### src/rtl/rmii_frame_tx_if.sv
// Byte-stream input and RMII output bundle for rmii_frame_tx.
// master = upstream queue / observer side, slave = the MAC.
interface rmii_frame_tx_if;
  logic       s_valid;
  logic [7:0] s_data;
  logic       s_last;
  logic       s_ready;
  logic       tx_en;
  logic [1:0] tx_data;
  logic       busy;
  logic       underrun;
  logic       truncated;

  modport master (
    output s_valid, s_data, s_last,
    input  s_ready, tx_en, tx_data, busy, underrun, truncated
  );

  modport slave (
    input  s_valid, s_data, s_last,
    output s_ready, tx_en, tx_data, busy, underrun, truncated
  );
endinterface

### src/rtl/rmii_frame_tx.sv
// RMII transmit MAC: preamble/SFD, payload with zero padding and truncation, inter-frame gap.
// Define RMII_TX_FCS_EN to build the CRC-32 generator and append the 4-octet FCS.
module rmii_frame_tx #(
  parameter int PREAMBLE_OCTETS = 7,
  parameter int IFG_OCTETS      = 12,
  parameter int MIN_PAYLOAD     = 60,
  parameter int MAX_PAYLOAD     = 1514
) (
  input  logic            clk,
  input  logic            rst,
  rmii_frame_tx_if.slave  bus
);
  localparam int PRE_CYC  = PREAMBLE_OCTETS * 4;
  localparam int IFG_CYC  = IFG_OCTETS * 4;
  localparam int CNT_SPAN = (PRE_CYC > IFG_CYC) ? PRE_CYC : IFG_CYC;
  localparam int CNT_W    = $clog2((CNT_SPAN > 16) ? CNT_SPAN : 16);
  localparam int OCT_W    = $clog2(MAX_PAYLOAD + 1);

  localparam logic [CNT_W-1:0] PRE_LAST = CNT_W'(PRE_CYC - 1);
  localparam logic [CNT_W-1:0] IFG_LAST = CNT_W'(IFG_CYC - 1);
  localparam logic [CNT_W-1:0] FCS_LAST = CNT_W'(15);
  localparam logic [OCT_W-1:0] MIN_CNT  = OCT_W'(MIN_PAYLOAD);
  localparam logic [OCT_W-1:0] MAX_CNT  = OCT_W'(MAX_PAYLOAD);
  localparam logic [OCT_W-1:0] TRUNC_AT = OCT_W'(MAX_PAYLOAD - 1);

  typedef enum logic [2:0] {IDLE, PREAMBLE, SFD, DATA, PAD, FCS, IFG} state_t;

`ifdef RMII_TX_FCS_EN
  localparam state_t TAIL = FCS;
`else
  localparam state_t TAIL = IFG;
`endif

  // state_q/cnt_q describe the dibit currently on the wire; outputs are registered from the next values
  state_t           state_q, state_d;
  logic [CNT_W-1:0] cnt_q, cnt_d;
  logic [OCT_W-1:0] octet_cnt_q, octet_cnt_d;
  logic [7:0]       hold_q, hold_d;
  logic             last_q, last_d;
  logic             tx_en_q, tx_en_d;
  logic [1:0]       tx_data_q, tx_data_d;
  logic             underrun_q, underrun_d;
  logic             truncated_q, truncated_d;
  logic             at_end;
  logic             s_ready_int;
  logic [OCT_W-1:0] octet_inc;

`ifdef RMII_TX_FCS_EN
  logic [31:0] crc_q, crc_d;
  logic [31:0] fcs_word;

  // Reflected CRC-32, two bits per call, bit 0 of the dibit first
  function automatic logic [31:0] crc_dibit(input logic [31:0] c, input logic [1:0] d);
    logic [31:0] r;
    r = c;
    for (int i = 0; i < 2; i++) begin
      r = (r[0] ^ d[i]) ? ((r >> 1) ^ 32'hEDB8_8320) : (r >> 1);
    end
    return r;
  endfunction

  always_comb begin
    crc_d = crc_q;
    if (state_q == SFD) begin
      crc_d = '1;
    end else if (state_q == DATA || state_q == PAD) begin
      crc_d = crc_dibit(crc_q, tx_data_q);
    end
  end

  assign fcs_word = ~crc_d;

  always_ff @(posedge clk or posedge rst) begin
    if (rst) crc_q <= '1;
    else     crc_q <= crc_d;
  end
`endif

  assign at_end    = (cnt_q[1:0] == 2'd3);
  assign octet_inc = (octet_cnt_q == MAX_CNT) ? octet_cnt_q : octet_cnt_q + 1'b1;

  always_comb begin
    s_ready_int = 1'b0;
    if (!rst) begin
      case (state_q)
        IDLE:    s_ready_int = 1'b1;
        DATA:    s_ready_int = at_end && !last_q;
        default: s_ready_int = 1'b0;
      endcase
    end
  end

  always_comb begin
    state_d     = state_q;
    cnt_d       = cnt_q;
    octet_cnt_d = octet_cnt_q;
    hold_d      = hold_q;
    last_d      = last_q;
    underrun_d  = 1'b0;
    truncated_d = 1'b0;
    tx_en_d     = 1'b0;
    tx_data_d   = 2'b00;

    case (state_q)
      IDLE: begin
        if (bus.s_valid && s_ready_int) begin
          hold_d  = bus.s_data;
          last_d  = bus.s_last;
          cnt_d   = '0;
          state_d = PREAMBLE;
        end
      end
      PREAMBLE: begin
        cnt_d = cnt_q + 1'b1;
        if (cnt_q == PRE_LAST) begin
          cnt_d   = '0;
          state_d = SFD;
        end
      end
      SFD: begin
        octet_cnt_d = '0;
        cnt_d       = cnt_q + 1'b1;
        if (at_end) begin
          cnt_d   = '0;
          state_d = DATA;
        end
      end
      DATA: begin
        cnt_d = cnt_q + 1'b1;
        if (at_end) begin
          cnt_d       = '0;
          octet_cnt_d = octet_inc;
          if (last_q) begin
            state_d = (octet_inc < MIN_CNT) ? PAD : TAIL;
          end else if (bus.s_valid) begin
            hold_d = bus.s_data;
            last_d = bus.s_last;
            // The octet just accepted is number MAX_PAYLOAD: force it to close the frame
            if (!bus.s_last && octet_inc == TRUNC_AT) begin
              last_d      = 1'b1;
              truncated_d = 1'b1;
            end
          end else begin
            underrun_d = 1'b1;
            state_d    = IFG;
          end
        end
      end
      PAD: begin
        cnt_d = cnt_q + 1'b1;
        if (at_end) begin
          cnt_d       = '0;
          octet_cnt_d = octet_inc;
          if (octet_inc >= MIN_CNT) state_d = TAIL;
        end
      end
      FCS: begin
        cnt_d = cnt_q + 1'b1;
        if (cnt_q == FCS_LAST) begin
          cnt_d   = '0;
          state_d = IFG;
        end
      end
      IFG: begin
        cnt_d = cnt_q + 1'b1;
        if (cnt_q == IFG_LAST) begin
          cnt_d   = '0;
          state_d = IDLE;
        end
      end
      default: state_d = IDLE;
    endcase

    // Decode the dibit for the next cycle from the next state
    case (state_d)
      PREAMBLE: begin
        tx_en_d   = 1'b1;
        tx_data_d = 2'b01;
      end
      SFD: begin
        tx_en_d   = 1'b1;
        tx_data_d = (cnt_d[1:0] == 2'd3) ? 2'b11 : 2'b01;
      end
      DATA: begin
        tx_en_d   = 1'b1;
        tx_data_d = hold_d[{cnt_d[1:0], 1'b0} +: 2];
      end
      PAD: begin
        tx_en_d   = 1'b1;
        tx_data_d = 2'b00;
      end
      FCS: begin
        tx_en_d = 1'b1;
`ifdef RMII_TX_FCS_EN
        tx_data_d = fcs_word[{cnt_d[3:0], 1'b0} +: 2];
`else
        tx_data_d = 2'b00;
`endif
      end
      default: begin
        tx_en_d   = 1'b0;
        tx_data_d = 2'b00;
      end
    endcase
  end

  always_ff @(posedge clk or posedge rst) begin
    if (rst) begin
      state_q     <= IDLE;
      cnt_q       <= '0;
      octet_cnt_q <= '0;
      hold_q      <= '0;
      last_q      <= 1'b0;
      tx_en_q     <= 1'b0;
      tx_data_q   <= 2'b00;
      underrun_q  <= 1'b0;
      truncated_q <= 1'b0;
    end else begin
      state_q     <= state_d;
      cnt_q       <= cnt_d;
      octet_cnt_q <= octet_cnt_d;
      hold_q      <= hold_d;
      last_q      <= last_d;
      tx_en_q     <= tx_en_d;
      tx_data_q   <= tx_data_d;
      underrun_q  <= underrun_d;
      truncated_q <= truncated_d;
    end
  end

  assign bus.s_ready   = s_ready_int;
  assign bus.tx_en     = tx_en_q;
  assign bus.tx_data   = tx_data_q;
  assign bus.busy      = (state_q != IDLE);
  assign bus.underrun  = underrun_q;
  assign bus.truncated = truncated_q;
endmodule
### src/flat_wrapper.sv
// flat-port wrapper written by rule: the top's interface ports become plain ports
module rmii_frame_tx_flat 
#(
  parameter int PREAMBLE_OCTETS = 7,
  parameter int IFG_OCTETS      = 12,
  parameter int MIN_PAYLOAD     = 60,
  parameter int MAX_PAYLOAD     = 1514
)
  (clk, rst, bus_s_valid, bus_s_data, bus_s_last, bus_s_ready, bus_tx_en, bus_tx_data, bus_busy, bus_underrun, bus_truncated);
  rmii_frame_tx_if bus_i ();
  input  logic clk;
  input  logic rst;
  input wire logic [$bits(bus_i.s_valid)-1:0] bus_s_valid;
  input wire logic [$bits(bus_i.s_data)-1:0] bus_s_data;
  input wire logic [$bits(bus_i.s_last)-1:0] bus_s_last;
  output wire logic [$bits(bus_i.s_ready)-1:0] bus_s_ready;
  output wire logic [$bits(bus_i.tx_en)-1:0] bus_tx_en;
  output wire logic [$bits(bus_i.tx_data)-1:0] bus_tx_data;
  output wire logic [$bits(bus_i.busy)-1:0] bus_busy;
  output wire logic [$bits(bus_i.underrun)-1:0] bus_underrun;
  output wire logic [$bits(bus_i.truncated)-1:0] bus_truncated;
  assign bus_i.s_valid = bus_s_valid;
  assign bus_i.s_data = bus_s_data;
  assign bus_i.s_last = bus_s_last;
  assign bus_s_ready = bus_i.s_ready;
  assign bus_tx_en = bus_i.tx_en;
  assign bus_tx_data = bus_i.tx_data;
  assign bus_busy = bus_i.busy;
  assign bus_underrun = bus_i.underrun;
  assign bus_truncated = bus_i.truncated;
  rmii_frame_tx #(.PREAMBLE_OCTETS(PREAMBLE_OCTETS), .IFG_OCTETS(IFG_OCTETS), .MIN_PAYLOAD(MIN_PAYLOAD), .MAX_PAYLOAD(MAX_PAYLOAD)) u_core (.clk(clk), .rst(rst), .bus(bus_i));
endmodule
### config.mk
export PLATFORM = sky130hd
export DESIGN_NAME = rmii_frame_tx_flat
export DESIGN_NICKNAME = d
export VERILOG_FILES = /design/src/rtl/rmii_frame_tx_if.sv /design/src/rtl/rmii_frame_tx.sv /design/src/flat_wrapper.sv
export SDC_FILE = /design/constraint.sdc
export NUM_CORES = 1
export LEC_CHECK = 0
export CORE_MARGIN = 2
export CORE_UTILIZATION = 30
export DETAILED_ROUTE_END_ITERATION = 12
export GPL_TIMING_DRIVEN = 0
export PLACE_DENSITY_LB_ADDON = 0.1
export SKIP_LAST_GASP = 1
export SLEW_MARGIN = 20
export SYNTH_ARGS = -nofsm -noshare
export SYNTH_HDL_FRONTEND = slang
export SYNTH_SLANG_ARGS = --single-unit
### constraint.sdc
create_clock -name clk -period 2.2 [get_ports clk]
set_input_delay 0.44 -clock clk [delete_from_list [all_inputs] [get_ports clk]]
set_output_delay 0.44 -clock clk [all_outputs]
set_load 0.02 [all_outputs]
# [Word level (Yosys, flattened, before mapping)]
# Index checks and enable logic that the tools add are counted.
[totals] reg_bits=34 inputBits=12 word_cells=98
[op_classes] addsub=2 n_lt_le_gt_ge=2 eq_ne=21 shift=1 muxes=46 n_reduce_logical=16
[op_table] cell="$mux W8" count=4
[op_table] cell="$mux W3" count=10
[op_table] cell="$mux W6" count=5
[op_table] cell="$pmux W6 S5" count=1
[op_table] cell="$eq A11 B11 Y1 const B" count=2
[op_table] cell="$mux W11" count=2
[op_table] cell="$pmux W11 S2" count=1
[op_table] cell="$pmux W3 S7" count=1
[op_table] cell="$mux W1" count=16
[op_table] cell="$pmux W8 S2" count=1
[op_table] cell="$eq A3 B3 Y1 const B" count=5
[op_table] cell="$eq A3 B2 Y1 const B" count=4
[op_table] cell="$add A11 B1 Y11 const B" count=1
[op_table] cell="$ge A11 B6 Y1 const B" count=1
[op_table] cell="$lt A11 B6 Y1 const B" count=1
[op_table] cell="$shiftx A8 B4 Y2" count=1
[op_table] cell="$add A6 B1 Y6 const B" count=1
[op_table] cell="$eq A3 B1 Y1 const B" count=2
[op_table] cell="$eq A6 B4 Y1 const B" count=1
[op_table] cell="$eq A6 B5 Y1 const B" count=1
[op_table] cell="$eq A6 B6 Y1 const B" count=1
[op_table] cell="$ne A2 B1 Y1 const B" count=3
[op_table] cell="$pmux W2 S3" count=1
[op_table] cell="$reduce_bool A5 Y1" count=1
[op_table] cell="other kinds (13)" count=21

# [Depth between registers and ports, before layout]
# Gate-level depths: netlist of run 1.
[logic_depth] word_depth=10 mapped_depth=9 ltp_nobuf=8

# [Least setup slack after synthesis of run 1]
# No wires, ideal clock.
[synth_path] path_type="input to register" startpoint="in rst" endpoint="reg u_core.tx_data_q[1], in the netlist u_core.bus.tx_data[1]" setup_time_ns=0.126 arrival_ns=2.044 required_time_ns=2.074 path_slack_ns=0.030 cell_stages=5 path_buffers=0 cell_sequence="inv_1 nand3_1 and3_1 and2_1 o311a_1"
[synth_via] elab_chain_len=7
[synth_lines] element="start: declaration" line_no="flat_wrapper.sv:12" rtl="input logic rst;"
[synth_lines] element="$mux W1 *" line_no="rmii_frame_tx.sv:84" rtl="if (!rst) begin"
[synth_lines] element="$logic_and A1 B1 Y1 *" line_no="rmii_frame_tx.sv:106" rtl="if (bus.s_valid && s_ready_int) begin"
[synth_lines] element="parallel branches: the longest is 4 deep, another holds $shiftx A8 B4 Y2"
[synth_lines] element="$pmux W2 S3 *" line_no="rmii_frame_tx.sv:175" rtl="case (state_d)"
[synth_lines] element="via u_core.tx_data_d[1]" line_no="rmii_frame_tx.sv:41" rtl="logic [1:0] tx_data_q, tx_data_d;"
[synth_lines] element="end signal: assignment" line_no="rmii_frame_tx.sv:225" rtl="tx_data_q <= tx_data_d;"
[synth_lines] element="end: declaration" line_no="rmii_frame_tx.sv:41"
# Mark *: on every way through the listed nets, which the timed path passes. The select of a mux whose other input is x is not followed.
# A chain may end at the register's enable or synchronous reset.

# [Final worst setup path of run 1]
[layout_path] startpoint="in rst" endpoint="reg u_core.tx_data_q[1], in the netlist u_core.bus.tx_data[1]"
[layout_rtl] element="$mux W1" line_no="rmii_frame_tx.sv:84"
[layout_rtl] element="$logic_and A1 B1 Y1" line_no="rmii_frame_tx.sv:106"
[layout_rtl] element="$mux W8" line_no="rmii_frame_tx.sv:106"
[layout_rtl] element="$pmux W8 S2" line_no="rmii_frame_tx.sv:104" rtl="case (state_q)"
[layout_rtl] element="via u_core.hold_d[3]" line_no="rmii_frame_tx.sv:38" rtl="logic [7:0] hold_q, hold_d;"
[layout_rtl] element="$shiftx A8 B4 Y2" line_no="rmii_frame_tx.sv:186" rtl="tx_data_d = hold_d[{cnt_d[1:0], 1'b0} +: 2];"
[layout_rtl] element="$pmux W2 S3" line_no="rmii_frame_tx.sv:175"
[layout_rtl] element="via u_core.tx_data_d[1]" line_no="rmii_frame_tx.sv:41"
# The timed path passes the listed nets, and every way through them passes these cells. The select of a mux whose other input is x is not followed.

==> flow_summary.yaml, run 1 <==
placement:
  placement.setup.worst_slack_ns: -0.589
  routabilityCongestion: 0.828
  placement.io_buffers: 18
  placed_cell_area_sq_um: 2570
  hpwlAfterDp_um: 4170
  total_instance_count_after_detailed_placement: 365
setup_path:
  critPathCapture: "u_core.bus.tx_data[1]"
  worst_setup_path_end_kind: "flop"
  regToRegSetupSlack_ns: 0.04
  cp-start-kind: "input port"
  crit_type: "in -> reg"
  capturing_point_of_the_worst_reg2reg_path: "u_core.bus.tx_data[1]"
  ff2ff_path_depth: 8
  timing.rr.start: "u_core.state_q[1]"
  worstSetupStartpoint: "rst"
  critical_path_peak_fanout: 10
  critical_path_arrival_ns: 2.34
  required_ns: 2.38
floorplan:
  die_h_um: 90.5
  floorplan.initialDensity_pct: 31.0
  fp.dieW_um: 90.5
  placeableCoreArea_sq_um: 7250
  die_area_sq_um: 8190
  fp-row-count: 31
  pin_count: 19
synthesis:
  synth_enable_flop_cells: 0
  synthesis.nets: 264
  synth-seq-cells: 34
  dominantRegCellSynth: "dfrtp_1"
  synthTopCellsByArea: "dfrtp_1, o21ai_0, nand2_1, mux2_2, nor3b_1"
  sequential_cell_area_fraction_in_the_yosys_report_pct: 37.9
  synthesis.area_sq_um: 2250
  netlist.area_leader.share_pct: 37.9
  synthesis.instances: 247
  synth_cell_types: 59
  synth_top_area_cell: "dfrtp_1"
  postSynth.asyncResetShare_pct: 100
  synthesis.area_per_instance_sq_um: 9.09
  synth-warning-count: 0
layout:
  most-common-layout-cells: "dfrtp_1, nand2_1, buf_4"
  layout.cell_area.non_filler_sq_um: 3030
  layoutNonFillerInstCount: 395
  layout.nets: 312
  share_of_layout_cells_above_drive_strength_1_pct: 31.1
  layout.cells.most_common: "dfrtp_1"
  antenna_fix_cells: 0
  layout_overhead_on_the_synthesized_area_pct: 34.7
sta:
  timing.clock.skew_ns: 0.00491
  maxSlewViolCount: 0
  setup_slack_ns: 0.0343
  final.period_utilization_pct: 98.4
  achievable-frequency_mhz: 462
  report.final.setup_viol: 0
  grt_setup_unrepaired: "yes"
  final_hold_violation_count: 0
  worst_slew_pin_slew_ns: 0.535
  max_slew_headroom_pct: 64.3
  period_needed_ns: 2.17
clock_network:
  cts.hold.buffers_added: 0
  tritoncts_num_sinks: 34
  htree_num_levels: 2
  clock-root-buffer: "clkbuf_8"
  cts_buffer_count: 5
  clockBufferDepth: 2
  tritoncts: "built"
  clk_transition_reported_paths_ns: 0.07
  clk_latency_ns: 0.29
global_routing:
  track_usage_pct: 15.1
  gr-total-overflow: 0
  global_route_wire_length_before_repair_um: 9940
  antenna_found_initial: 0
  first_global_vias: 2025
  grt_start_max_net_pins: 30
route:
  routed_wl_um: 6020
  detail_routed_via_count_per_cell: 5.09
  detail_route.first_pass.iterations: 4
  drcViolationCount: 0
  postRouteAntennaNets: 0
  via_count: 2009
  drt_iter0_markers: 82
  route.detailed.wl_per_inst_um: 15.2
power_and_ir_drop:
  p_int_w: 0.000978
  combPwrFrac_pct: 4.5
  power_frac_clock_pct: 44.9
  leakagePower_nw: 1.28
  powerDensity_nw_per_um2: 414
  pwr-share-seq_pct: 50.6
  net-switching-power_w: 0.000275
  peakVddDrop_v: 0.000226
  sw_frac_of_total_pct: 21.9
  post-layout-total-power_w: 0.00125
run:
  max_cap_violations: 0
outcome:
  run_status: "complete, no violations"
min_path:
  hold_path_class: "in -> async"
==> cells by family (layout without fill, tap and decap cells) <==
kind of cell,count (synthesis),after routing,share of synthesized area (%)
XOR/XNOR,8,8,3.12
buffers and inverters,25,74,5.63
AO/OA/AOI/OAI,57,57,17.7
multiplexers,12,12,6.30
AND/OR/NAND/NOR,106,106,26.6
flip-flops,34,34,37.9
adder cells (fa/ha/maj),5,5,2.79
==> area by class of cell <==
| class | instances | area, sq um |
|---|---|---|
| buffer | 9 | 90.1 |
| clock buffer | 8 | 110 |
| fill | 738 | 4230 |
| inverter | 15 | 56.3 |
| multi-input combinational | 188 | 1420 |
| sequential | 34 | 858 |
| tap | 99 | 124 |
| timing repair buffer | 42 | 372 |
==> critical path: stages <==
cell and delay (ns):
dlygate4sd2_1 0.28, or3_1 0.38, a211o_1 0.30, buf_6 0.15, mux2_2 0.28, mux2i_1 0.15
nor2_1 0.06, o311a_1 0.30
==> how the worst min path moves through the flow <==
stage	from	end	slack, ns	depth (start not counted)
6_report	rst	u_core.bus.tx_data[0]	0.24	2
5_1_grt	rst	u_core.hold_q[1]	0.26	2
3_5_place_dp	u_core.hold_q[4]	u_core.hold_q[4]	0.45	2
3_3_place_gp	u_core.hold_q[0]	u_core.hold_q[0]	0.44	2
2_1_floorplan	u_core.hold_q[4]	u_core.hold_q[4]	0.43	2
4_1_cts	rst	u_core.bus.tx_data[0]	0.23	2
==> flip-flops by register name, summed over array words and instances, names as in the netlist <==
| name | count |
|---|---|
| u_core.cnt_q | 6 |
| u_core.bus.tx_en | 1 |
| u_core.state_q | 3 |
| u_core.octet_cnt_q | 11 |
| u_core.bus.tx_data | 2 |
| u_core.hold_q | 8 |
| u_core.bus.underrun | 1 |
| u_core.last_q | 1 |
| u_core.bus.truncated | 1 |
==> routing by layer <==
metal / global-route usage (%) / routed length [um] / share of wire [%] / vias up
li1: - / - / - / 992
met4: 6.67 / 105 / 1.7 / 0
met2: 26.6 / 3090 / 51 / 23
met1: 17.8 / 2690 / 45 / 985
met5: 0 / 0 / 0 / -
met3: 2.92 / 130 / 2.2 / 9
==> cells in the mapped netlist, types with 4 or more instances <==
| library cell | instances |
|---|---|
| nor2b_1 | 7 |
| o21ai_0 | 20 |
| nand2b_1 | 6 |
| mux2_2 | 7 |
| nor3b_1 | 9 |
| nand2_1 | 26 |
| a21oi_1 | 6 |
| ha_1 | 5 |
| nor2_1 | 11 |
| dfrtp_1 | 34 |
| inv_1 | 14 |
| mux2i_1 | 4 |
| clkbuf_1 | 5 |
| o211ai_1 | 6 |
| nor3_1 | 6 |
| xor2_1 | 6 |
| nand3_1 | 11 |
==> power by group through the flow <==
stage                     registers (W)  logic [W]  clock network [W]
after floorplan                0.000646  0.0000242                  0
after global placement         0.000646  0.0000534                  0
after detailed placement       0.000646  0.0000585                  0
after CTS                      0.000634  0.0000582           0.000585
after global routing           0.000634  0.0000641           0.000608
final                          0.000634  0.0000568           0.000562
==> through the flow <==
| stage | hold WS, ns | TNS (ns) | util, % |
|---|---|---|---|
| floorplan | 0.429 | 0 | - |
| global placement | 0.444 | -8.76 | 35.2 |
| detailed placement | 0.451 | -3.88 | 35.4 |
| CTS | 0.230 | -0.251 | 39.3 |
| global route | 0.256 | -0.120 | 41.7 |
| finish | 0.243 | 0 | 41.7 |
==> what timing repair did <==
item / in CTS / in global routing
gates resized for setup: 28 / 36
cloned: 0 / 0
setup endpoints to repair: 19 / 15
pin swaps: 7 / 11
buffers inserted: 12 / 11
(Power assumes the default switching activity.)
==> run 2, diff against run 1 <==
==> constraint.sdc (replaced) <==
create_clock -name clk -period 1.9 [get_ports clk]
set_input_delay 0.38 -clock clk [delete_from_list [all_inputs] [get_ports clk]]
set_output_delay 0.38 -clock clk [all_outputs]
set_load 0.02 [all_outputs]
==> run 2 against run 1 <==
  * Hold slack lost 0.062 ns
  * First-iteration DRC count shrank 12%
  * Sequential share of layout area shrank 1.4 points
  * Sequential power grew 16%
  * Via count grew 4.2%
  * Global-route usage grew 1.1 points
  * Critical path type is now reg -> reg
  * Critical path depth shrank 1
  * The run now ends with negative setup slack left
  * Highest routed layer unchanged
  * Combinational power grew 15%
  * Clock power grew 2%
==> flow_summary.yaml, run 2 (synthesis gave the netlist of run 1 again) <==
sta:
  report.final.setup_viol: 7
  final_hold_violation_count: 0
  timing.clock.skew_ns: 0.00793
  period_needed_ns: 2.28
  grt_setup_unrepaired: "yes"
  maxSlewViolCount: 0
  max_slew_headroom_pct: 43.6
  worst_hold_slack_ns: 0.182
  achievable-frequency_mhz: 438
  setup_slack_ns: -0.384
  worst_slew_pin_slew_ns: 0.842
  final.period_utilization_pct: 120
layout:
  layout.nets: 322
  layout.cells.most_common: "buf_4"
  layoutNonFillerInstCount: 405
  share_of_layout_cells_above_drive_strength_1_pct: 36.3
  filler_cell_count: 724
  antenna_fix_cells: 0
  most-common-layout-cells: "buf_4, dfrtp_1, nand2_1"
  largest_register_ff_count: 11
  layout.cell_area.non_filler_sq_um: 3180
  reg_top3: "u_core.octet_cnt_q (11), u_core.hold_q (8), u_core.cnt_q (6)"
  finalCoreUtilization_pct: 43.9
  top_register: "u_core.octet_cnt_q"
  layout_overhead_on_the_synthesized_area_pct: 41.8
min_path:
  hold_path_class: "in -> async"
route:
  drcViolationCount: 0
  routed_wl_um: 6370
  postRouteAntennaNets: 0
  detail_route.first_pass.iterations: 4
  detail_routed_via_count_per_cell: 5.17
  drt_iter0_markers: 72
  via_count: 2093
  route.detailed.wl_per_inst_um: 15.7
clock_network:
  clk_transition_reported_paths_ns: 0.08
  tritoncts: "built"
  cts.hold.buffers_added: 0
  clock-root-buffer: "clkbuf_8"
  cts_buffer_count: 5
  clk_latency_ns: 0.29
  tritoncts_num_sinks: 34
  clockBufferDepth: 2
  htree_num_levels: 2
setup_path:
  cp-start-kind: "flop"
  worstSetupStartpoint: "u_core.state_q[0]"
  critical_path_peak_fanout: 8
  required_ns: 2.07
  regToRegSetupSlack_ns: -0.38
  crit_type: "reg -> reg"
  ff2ff_path_depth: 7
  critical_path_arrival_ns: 2.46
  timing.rr.start: "u_core.state_q[0]"
  worst_setup_path_end_kind: "flop"
  capturing_point_of_the_worst_reg2reg_path: "u_core.bus.tx_data[1]"
global_routing:
  first_global_vias: 2118
  antenna_found_initial: 0
  track_usage_pct: 16.2
  global_route_wire_length_before_repair_um: 10700
  gr-total-overflow: 0
  grt_start_max_net_pins: 19
run:
  max_cap_violations: 0
floorplan:
  placeableCoreArea_sq_um: 7250
  floorplan.initialDensity_pct: 31.0
  die_h_um: 90.5
  die_area_sq_um: 8190
  fp-row-count: 31
  pin_count: 19
  fp.dieW_um: 90.5
outcome:
  run_status: "finished with violations"
  violations_in_the_final_reports: "negative setup slack"
power_and_ir_drop:
  leakagePower_nw: 1.35
  post-layout-total-power_w: 0.00137
  powerDensity_nw_per_um2: 431
  peakVddDrop_v: 0.000261
placement:
  total_instance_count_after_detailed_placement: 364
  placed_cell_area_sq_um: 2600
  hpwlAfterDp_um: 4180
  placement.io_buffers: 18
  routabilityCongestion: 0.799
run 2: per-stage QoR:
| step | TNS (ns) | worst slack, ns |
|---|---|---|
| after detailed placement | -11.51 | -1.08 |
| after floorplan | -0.363 | -0.127 |
| after global placement | -11.72 | -1.10 |
| after CTS | -2.40 | -0.375 |
| after global routing | -2.48 | -0.469 |
| final | -1.60 | -0.384 |
run 2: where the power goes:
part	total [W]	internal, W	switching (W)
clock network	0.000572	0.000293	0.000280
logic	0.0000652	0.0000317	0.0000336
registers	0.000734	0.000732	0.00000242
run 2: area by class of cell:
class,count,area (sq um),share of cell area (%)
Timing Repair Buffer,51,428,13.4
Inverter,15,63.8,2.00
Clock inverter,1,5.00,0.157
Tap cell,99,124,3.89
Sequential cell,34,858,27.0
Timing Repair inverter,1,5.00,0.157
Clock buffer,7,86.3,2.71
Multi-Input combinational cell,188,1520,47.8
Buffer,9,91.3,2.87
run 2: worst max-delay path by stage:
stage / end / cells past startpoint / slack [ns]
global route: u_core.bus.tx_data[1] / 7 / -0.47
floorplan: u_core.bus.tx_data[1] / 7 / -0.13
CTS: u_core.bus.tx_data[1] / 9 / -0.38
global placement: u_core.bus.tx_data[0] / 6 / -1.10
detailed placement: u_core.bus.tx_data[0] / 6 / -1.08
finish: u_core.bus.tx_data[1] / 7 / -0.38
run 2: per-layer routing:
metal	track usage (%)	vias up	wire length, um
met5	0	-	0
met1	20.6	1034	2760
met4	4.87	0	95
li1	-	1017	-
met3	2.75	9	167
met2	28.1	33	3350
run 2: worst max-delay path: stages (launching register included):
cell	delay, ns
dfrtp_2	0.43
or3_1	0.35
a211o_1	0.33
buf_6	0.15
mux2_4	0.30
mux2i_2	0.18
nor2_1	0.07
o311a_1	0.35
run 2: what timing repair did:
item | 4_1_cts | 5_1_grt
buffers inserted | 25 | 12
gates resized for setup | 40 | 37
setup endpoints to repair | 24 | 25
cloned | 1 | 0
pin swaps | 8 | 11
